## src/rtl/uart_pkg.sv

```systemverilog
// Shared state encoding, default parameters and sizing helpers for the UART TX arbiter.
package uart_pkg;

   typedef enum logic [1:0] {
      IDLE      = 2'd0,
      SEND      = 2'd1,
      WAIT_ACK  = 2'd2,
      WAIT_DONE = 2'd3
   } state_t;

   localparam int unsigned NUM_REQ_DEF     = 4;
   localparam int unsigned MAX_BURST_DEF   = 16;
   localparam int unsigned GAP_TIMEOUT_DEF = 1024;
   localparam int unsigned ACK_TIMEOUT_DEF = 4;

   // Counter/index width for a range of n values, never narrower than one bit.
   function automatic int unsigned idx_width(input int unsigned n);
      return (n > 1) ? $clog2(n) : 1;
   endfunction

endpackage

```

## src/rtl/rr_pick.sv

```systemverilog
// Combinational round-robin selector: first set request at or after ptr, modulo N.
module rr_pick #(
   parameter int unsigned N  = 4,
   parameter int unsigned IW = 2
) (
   input  logic [N-1:0]  req,
   input  logic [IW-1:0] ptr,
   output logic [N-1:0]  onehot,
   output logic [IW-1:0] idx,
   output logic          any
);

   logic [IW-1:0] j;

   // Scan requesters starting at ptr; the first hit wins.
   always_comb begin
      onehot = '0;
      idx    = '0;
      any    = 1'b0;
      j      = '0;
      for (int unsigned k = 0; k < N; k++) begin
         j = IW'((32'(ptr) + k) % N);
         if (!any && req[j]) begin
            any       = 1'b1;
            onehot[j] = 1'b1;
            idx       = j;
         end
      end
   end

endmodule

```

## src/rtl/uart_tx_arbiter.sv

```systemverilog
// Round-robin arbiter sharing one UART transmitter between byte-stream requesters,
// with per-grant burst limit, stall timeout and transmitter acknowledge timeout.
module uart_tx_arbiter
   import uart_pkg::*;
#(
   parameter int unsigned NUM_REQ     = NUM_REQ_DEF,
   parameter int unsigned MAX_BURST   = MAX_BURST_DEF,
   parameter int unsigned GAP_TIMEOUT = GAP_TIMEOUT_DEF,
   parameter int unsigned ACK_TIMEOUT = ACK_TIMEOUT_DEF
) (
   input  logic                 clk,
   input  logic                 reset,
   input  logic [NUM_REQ-1:0]   req_valid,
   input  logic [8*NUM_REQ-1:0] req_data,
   input  logic [NUM_REQ-1:0]   req_last,
   output logic [NUM_REQ-1:0]   req_ready,
   input  logic                 tx_busy,
   output logic                 tx_start,
   output logic [7:0]           tx_data,
   output logic [NUM_REQ-1:0]   grant,
   output logic                 err_ack
);

   localparam int unsigned IW = idx_width(NUM_REQ);
   localparam int unsigned BW = $clog2(MAX_BURST + 1);
   localparam int unsigned GW = idx_width(GAP_TIMEOUT);
   localparam int unsigned AW = idx_width(ACK_TIMEOUT);

   state_t          state;
   logic [IW-1:0]   rr_ptr;
   logic [IW-1:0]   g_idx;
   logic [BW-1:0]   burst_cnt;
   logic [GW-1:0]   gap_cnt;
   logic [AW-1:0]   ack_cnt;
   logic            last_q;

   logic [NUM_REQ-1:0] pick_onehot;
   logic [IW-1:0]      pick_idx;
   logic               pick_any;
   logic               sel_valid;
   logic               sel_last;
   logic [7:0]         sel_data;
   logic [IW-1:0]      next_ptr;

   rr_pick #(
      .N  (NUM_REQ),
      .IW (IW)
   ) u_pick (
      .req    (req_valid),
      .ptr    (rr_ptr),
      .onehot (pick_onehot),
      .idx    (pick_idx),
      .any    (pick_any)
   );

   // Offer of the current owner, selected by the one-hot grant.
   always_comb begin
      sel_data = '0;
      for (int i = 0; i < int'(NUM_REQ); i++) begin
         sel_data = sel_data | (req_data[8*i +: 8] & {8{grant[i]}});
      end
   end

   assign sel_valid = |(req_valid & grant);
   assign sel_last  = |(req_last & grant);
   assign next_ptr  = (g_idx == IW'(NUM_REQ - 1)) ? '0 : g_idx + IW'(1);

   // Handshake only for the owner, and only while a byte can be taken.
   assign req_ready = (state == SEND) ? (grant & req_valid) : '0;

   // Arbitration FSM with registered grant, launch pulse and error flag.
   always_ff @(posedge clk or posedge reset) begin
      if (reset) begin
         state     <= IDLE;
         grant     <= '0;
         g_idx     <= '0;
         rr_ptr    <= '0;
         tx_start  <= 1'b0;
         tx_data   <= '0;
         err_ack   <= 1'b0;
         burst_cnt <= '0;
         gap_cnt   <= '0;
         ack_cnt   <= '0;
         last_q    <= 1'b0;
      end else begin
         tx_start <= 1'b0;
         case (state)
            IDLE: begin
               if (!tx_busy && pick_any) begin
                  grant     <= pick_onehot;
                  g_idx     <= pick_idx;
                  burst_cnt <= '0;
                  gap_cnt   <= '0;
                  state     <= SEND;
               end
            end
            SEND: begin
               if (sel_valid) begin
                  tx_data   <= sel_data;
                  tx_start  <= 1'b1;
                  last_q    <= sel_last;
                  burst_cnt <= burst_cnt + BW'(1);
                  ack_cnt   <= '0;
                  state     <= WAIT_ACK;
               end else if (gap_cnt == GW'(GAP_TIMEOUT - 1)) begin
                  grant  <= '0;
                  rr_ptr <= next_ptr;
                  state  <= IDLE;
               end else begin
                  gap_cnt <= gap_cnt + GW'(1);
               end
            end
            WAIT_ACK: begin
               if (tx_busy) begin
                  state <= WAIT_DONE;
               end else if (ack_cnt == AW'(ACK_TIMEOUT - 1)) begin
                  err_ack <= 1'b1;
                  grant   <= '0;
                  rr_ptr  <= next_ptr;
                  state   <= IDLE;
               end else begin
                  ack_cnt <= ack_cnt + AW'(1);
               end
            end
            WAIT_DONE: begin
               if (!tx_busy) begin
                  if (last_q || (burst_cnt == BW'(MAX_BURST))) begin
                     grant  <= '0;
                     rr_ptr <= next_ptr;
                     state  <= IDLE;
                  end else begin
                     gap_cnt <= '0;
                     state   <= SEND;
                  end
               end
            end
            default: state <= IDLE;
         endcase
      end
   end

endmodule

```

## config.mk

```make
export PLATFORM = sky130hd
export DESIGN_NAME = uart_tx_arbiter
export DESIGN_NICKNAME = d
export VERILOG_FILES = /design/src/rtl/uart_pkg.sv /design/src/rtl/rr_pick.sv /design/src/rtl/uart_tx_arbiter.sv
export SDC_FILE = /design/constraint.sdc
export NUM_CORES = 1
export LEC_CHECK = 0
export ABC_AREA = 0
export CORE_ASPECT_RATIO = 1.4
export CORE_MARGIN = 2
export CORE_UTILIZATION = 30
export DETAILED_ROUTE_END_ITERATION = 8
export PLACE_DENSITY = 0.54
export SETUP_SLACK_MARGIN = 0.02
export SLEW_MARGIN = 20
export SYNTH_ARGS = -nofsm -noshare
export SYNTH_HDL_FRONTEND = slang
export SYNTH_SLANG_ARGS = --single-unit
export TNS_END_PERCENT = 20
```

## constraint.sdc

```tcl
create_clock -name clk -period 3.2 [get_ports clk]
set_input_delay 0.8 -clock clk [delete_from_list [all_inputs] [get_ports clk]]
set_output_delay 0.8 -clock clk [all_outputs]
set_load 0.02 [all_outputs]
```

* Yosys cells after proc, flatten, opt, wreduce, memory -nomap -nowiden
Cells that the tools add are included.
** Cells by class
- $add $sub $neg :: 7
- Order comparisons :: 8
- Equality and inequality tests :: 20
- Multiplexer cells :: 68
- Bitwise operators :: 13
- Reduce and logical (&&, ||, !) cells :: 29
** Operators with widths (number)
- two-way mux 10 bit :: 5
- two-way mux 4 bit :: 12
- two-way mux 2 bit :: 20
- AND 8 bit :: 4
- case mux 10 bit (3 select lines) :: 1
- bitwise OR 8 bit :: 3
- inequality test 2 bit, second input constant :: 10
- case mux 4 bit (4 select lines) :: 1
- two-way mux 1 bit :: 15
- AND reduction 7 bit :: 2
- less-than comparator 2 x 3 -> 1 bit, second input constant :: 4
- bitwise OR 4 bit :: 3
- adder 10 x 1 -> 10 bit, second input constant :: 1
- == test 10 bit, second input constant :: 1
- two-way mux 5 bit :: 2
- case mux 5 bit (2 select lines) :: 1
- AND 4 bit :: 2
- binary-select mux 1 bit (select 2 bit) :: 4
- demux 1 bit (select 2 bit) :: 4
- == test 2 bit, second input constant :: 4
- >= comparator 2 x 1 -> 1 bit, second input constant :: 4
- logical AND 1 bit :: 8
- case mux 2 bit (4 select lines) :: 1
- AND reduction 4 bit :: 2
- other kinds (20) :: 31
** Storage, ports and cells
- Flip-flop bits (word level) :: 38
- Bits of input ports :: 43
- Output and inout port bits :: 18
- Word-level logic and storage cells :: 156

* Longest topological paths before layout
- Depth in word-level cells :: 15
- Mapped depth :: 9

* Modules after synthesis
A second synthesis with hierarchy kept.
** Unflattened totals
- Cells, all modules :: 260
- Area, all modules :: 2448.6 µm²
** By module, submodules not included
- uart_tx_arbiter :: times used 1, cells an instance 215, area an instance 2029.4 µm²
- rr_pick :: times used 1, cells an instance 45, area an instance 419.2 µm²

* Worst setup path before layout
Ideal clock, no wire load.
- Path type :: register to register
- Start point :: reg rr_ptr[0]
- End point :: reg grant[3]
- Setup time :: 0.125 ns
- Data arrival time :: 2.661 ns
- Setup slack :: 0.414 ns
- Cell stages (with the launch flop) :: 9
- Buffers on the path :: 1
- Cell sequence :: dfrtp_1 -> buf_6 -> inv_1 -> ha_1 -> mux4_2 -> o41a_1 -> nand3_2 -> nand2_4 -> mux2_4
** On the way
- Longest elaborated chain between the ends :: 15
- Elaborated cells between the ends (all ways) :: 53
- Classes of those cells :: 3 x add/sub; 8 x order compare; 1 x eq/ne; 26 x mux; 3 x bitwise; 12 x reduce/logical
** RTL lines
- from (decl) :: RTL line uart_tx_arbiter.sv:30 : logic [IW-1:0] rr_ptr;
- from (signal assigned) :: RTL line uart_tx_arbiter.sv:107 : rr_ptr <= next_ptr;
- from (signal assigned) :: RTL line uart_tx_arbiter.sv:119 : rr_ptr <= next_ptr;
- from (signal assigned) :: RTL line uart_tx_arbiter.sv:129 : rr_ptr <= next_ptr;
- parallel branches: the longest is 15 deep, another holds less-than comparator 2 x 3 -> 1 bit
- to (signal assigned) :: RTL line uart_tx_arbiter.sv:90 : grant <= pick_onehot;
- to (decl) :: RTL line uart_tx_arbiter.sv:20 : output logic [NUM_REQ-1:0] grant,
Parallel ways; which one is timed is not known. The select of a mux whose other input is x is not followed.
A chain may end at the register's enable or synchronous reset.

* Worst setup path in the final report
- Start point :: in req_valid[3]
- End point :: out req_ready[3]
** On the way
- Longest elaborated chain between the ends :: 2
** RTL lines
- from (decl) :: RTL line uart_tx_arbiter.sv:13 : input logic [NUM_REQ-1:0] req_valid,
- AND 4 bit :: RTL line uart_tx_arbiter.sv:69 : assign req_ready = (state == SEND) ? (grant & req_valid) : '0;
- two-way mux 4 bit :: RTL line uart_tx_arbiter.sv:69
- to (decl) :: RTL line uart_tx_arbiter.sv:16 : output logic [NUM_REQ-1:0] req_ready,
No other way between the ends.

==> flow_summary.yaml <==
sta:
  fin_setup_tns_ns: 0
  clock_skew_ns: 0.00357
  finalSetupViolations: 0
  final_hold_viol_count: 0
  fin_crit_ns: 3.09
  max_freq_ghz: 0.324
  drv_slew: 0
  grt_setup_unrepaired: "no"
  fin_crit_sh: 0.966
  relSlewSlack: 0.551
  tightest_slew_ns: 0.667
synth:
  synth_edf_count: 0
  synth_seq_cells: 38
  syn_avg_cell_area_um2: 9.67
  synth_nets: 310
  syn_area_mm2: 0.00246
  ys.flop_type: "dfrtp_1"
  synth-compound-area-share: 0.259
  synth_simple_gate_area_frac: 0.165
  muxShareOfSynthArea: 0.0731
  yosysUniqueCellTypes: 50
  synth_xor_xnor_area_share: 0.0142
  synth-async-reset-ratio: 1.00
  netlist_instances: 255
  ys_warn_count: 0
  synth_top_family_by_area: "compound AO/OA/AOI/OAI gates"
  synth-seq-area-share: 0.386
  synth_fa_ha_area_frac: 0.0609
clock_tree:
  cts.clk_slew.worst_paths_ns: 0.06
  postCtsSetupRepairBufs: 0
  cts_tree: "done"
  clockBufferDepth: 2
  clock_sinks: 38
  ctsRootBufferMaster: "clkbuf_16"
  cts_buffers: 5
  h-tree-depth: 2
  clock_latency_ns: 0.28
drt:
  wirelength_mm: 7.00
  first_iter_violations: 131
  vias: 2231
  drc: 0
  dr.pass1.iters: 4
  vias_per_cell: 5.26
  drtAntennaViolNets: 0
  wl_per_cell_um: 16.5
setup_path:
  crit_path_max_incr_delay_ns: 0.61
  end_kind: "primary output"
  critPathSlowestCell: "clkdlybuf4s50_1"
  crit_path_max_fanout: 7
  cp-start-kind: "primary input"
  critPathRequiredTime_ns: 2.40
  critical_path_class: "primary input to primary output"
  critical-path-top-delay-family: "buffers and inverters"
  crit_top_cell: "clkdlybuf4s50_1"
  cp_num_buf_inv: 2
  worstPathArrival_ns: 2.29
  crit_chain: "clkdlybuf4s50_1, nand2_1, nor2_1, clkdlybuf4s50_1"
layout:
  layout-drive-gt1-share: 0.134
  stdcell_count: 424
  antennaDiodeCount: 0
  final_net_count: 376
  fillers: 806
  syn_to_final_growth_pct: 37.2
worst_hold_path:
  min_path_type: "register to register"
placed_design:
  port_buffers: 60
  dpl.hpwl_mm: 5.17
  dp_cells: 416
  gp_congestion: 0.817
die:
  initial_core_util: 0.306
  core_region_area_mm2: 0.00805
  die_h_um: 111
  fp.dieW_um: 80.6
  placementRows: 39
  io_pins: 61
  dieArea_mm2: 0.00897
grt:
  grt_overflow: 0
  grt_pass1_wl_mm: 11.7
  antenna_found_initial: 0
  grt.total_usage: 0.166
  first_global_vias: 2289
  grt_max_degree: 39
power:
  p_sw_frac: 0.209
  power_leakage_nw: 1.41
  p_per_area_mw_per_mm2: 316
  intPower_uw: 846
  pwr-share-clk: 0.467
  ir_worst_vdd_mv: 0.225
  power_switching_uw: 223
  combPwrFrac: 0.084
  power_frac_seq: 0.449
job:
  cap_violations: 0
run_status:
  status: "finished, final reports clean"
==> Yosys cell counts (5+ instances only) <==
cell / number / area, um2
nor2_1: 27 / 101
nand3_1: 6 / 30.0
nand2_1: 18 / 67.6
o21ai_1: 15 / 75.1
a22oi_1: 20 / 150
and3_1: 5 / 31.3
dfrtp_1: 38 / 951
ha_1: 12 / 150
a31oi_1: 12 / 75.1
inv_1: 8 / 30.0
clkbuf_1: 8 / 30.0
o21ai_0: 7 / 35.0
nand2b_1: 6 / 37.5
==> cell usage in the layout, fill, tap and decap left out, types with 3 or more instances in the layout <==
cell type,n
a221o_1,4
o21ai_1,15
and3_1,5
buf_4,12
a32o_1,3
inv_1,8
dfrtp_1,38
mux2_4,3
a21oi_1,4
o31ai_1,4
o21ai_0,7
mux2_2,4
clkbuf_16,5
a31oi_1,12
mux4_2,4
nand4_1,4
nand2_1,18
o31ai_2,3
nor2_1,27
a22oi_1,20
xor2_1,3
nor2b_1,3
nand3_1,6
clkdlybuf4s50_1,59
ha_1,12
nand2b_1,6
==> logic make-up (layout without fill, tap and decap cells) <==
logic type	count (synthesis)	in the layout
xor gates and xnor gates	4	4
and+or+nand+nor	81	81
buffers and inverters	22	89
adders and majority gates	12	12
DFF	38	38
muxes	11	11
AOI/OAI and AO/OA	87	87
==> per-layer routing <==
layer / global-route usage / wire length, um
met5: 0 / 0
met4: 0.0508 / 102
met3: 0.0204 / 159
met2: 0.283 / 3630
met1: 0.217 / 3110
==> worst reg2reg max path, stage by stage, from the launching register on <==
cell and delay, ns:
dfrtp_1 0.35, inv_1 0.10, ha_1 0.42, mux4_2 0.55
o41a_1 0.48, nand3_2 0.19, nand2_4 0.09, mux2_4 0.31
==> power groups by stage <==
stage               logic, mW  clock network [mW]  registers [mW]
floorplan              0.0238                   0           0.489
CTS                    0.0909               0.518           0.480
global placement       0.0891                   0           0.489
global route           0.0974               0.535           0.480
detailed placement     0.0904                   0           0.489
finish                 0.0898               0.499           0.481
==> stage by stage <==
stage | hold slack [ns] | setup WS (ns) | util | total power [mW] | cell area [um2]
final | 0.482 | 0.110 | 0.420 | 1.07 | 3380
after CTS | 0.486 | 0.0883 | 0.420 | 1.09 | 3380
after global routing | 0.499 | 0.0734 | 0.420 | 1.11 | 3380
after detailed placement | 0.473 | 0.0896 | 0.401 | 0.580 | 3230
after floorplan | 0.448 | 0.414 | - | 0.513 | 2460
after global placement | 0.468 | 0.131 | 0.401 | 0.578 | 3230
==> path summary, 6_finish.rpt <==
check                             startpoint      endpoint  slack, ns  cells after the start
worst max-delay path            req_valid[3]  req_ready[3]       0.11                      4
worst min-delay path              gap_cnt[8]    gap_cnt[8]       0.48                      1
worst max register to register     rr_ptr[1]      grant[0]       0.59                      7
worst min register to register    gap_cnt[8]    gap_cnt[8]       0.48                      1
max in group asynchronous              reset    gap_cnt[3]       1.91                      3
min in group asynchronous              reset      tx_start       0.94                      3
==> timing repair <==
item | CTS | global route
hold buffers | 0 | 0
resized for setup | 0 | 1
hold endpoints to repair | 0 | 0
setup endpoints to repair | 0 | 1
==> flip-flops by register name, indices dropped and copies added, names as in the netlist <==
signal / flops
state: 2
gap_cnt: 10
last_q: 1
grant: 4
rr_ptr: 2
ack_cnt: 2
tx_start: 1
tx_data: 8
burst_cnt: 5
g_idx: 2
err_ack: 1
==> final cells by class <==
cell class / instances / area, um2 / share of cell area
Sequential cell: 38 / 951 / 0.281
Clock inverter: 1 / 5.00 / 0.00148
Inverter: 8 / 30.0 / 0.00888
Tap cell: 102 / 128 / 0.0377
Clock buffer: 7 / 143 / 0.0422
Multi-Input combinational cell: 195 / 1410 / 0.417
Timing Repair Buffer: 73 / 713 / 0.211
(Power assumes the default switching activity.)
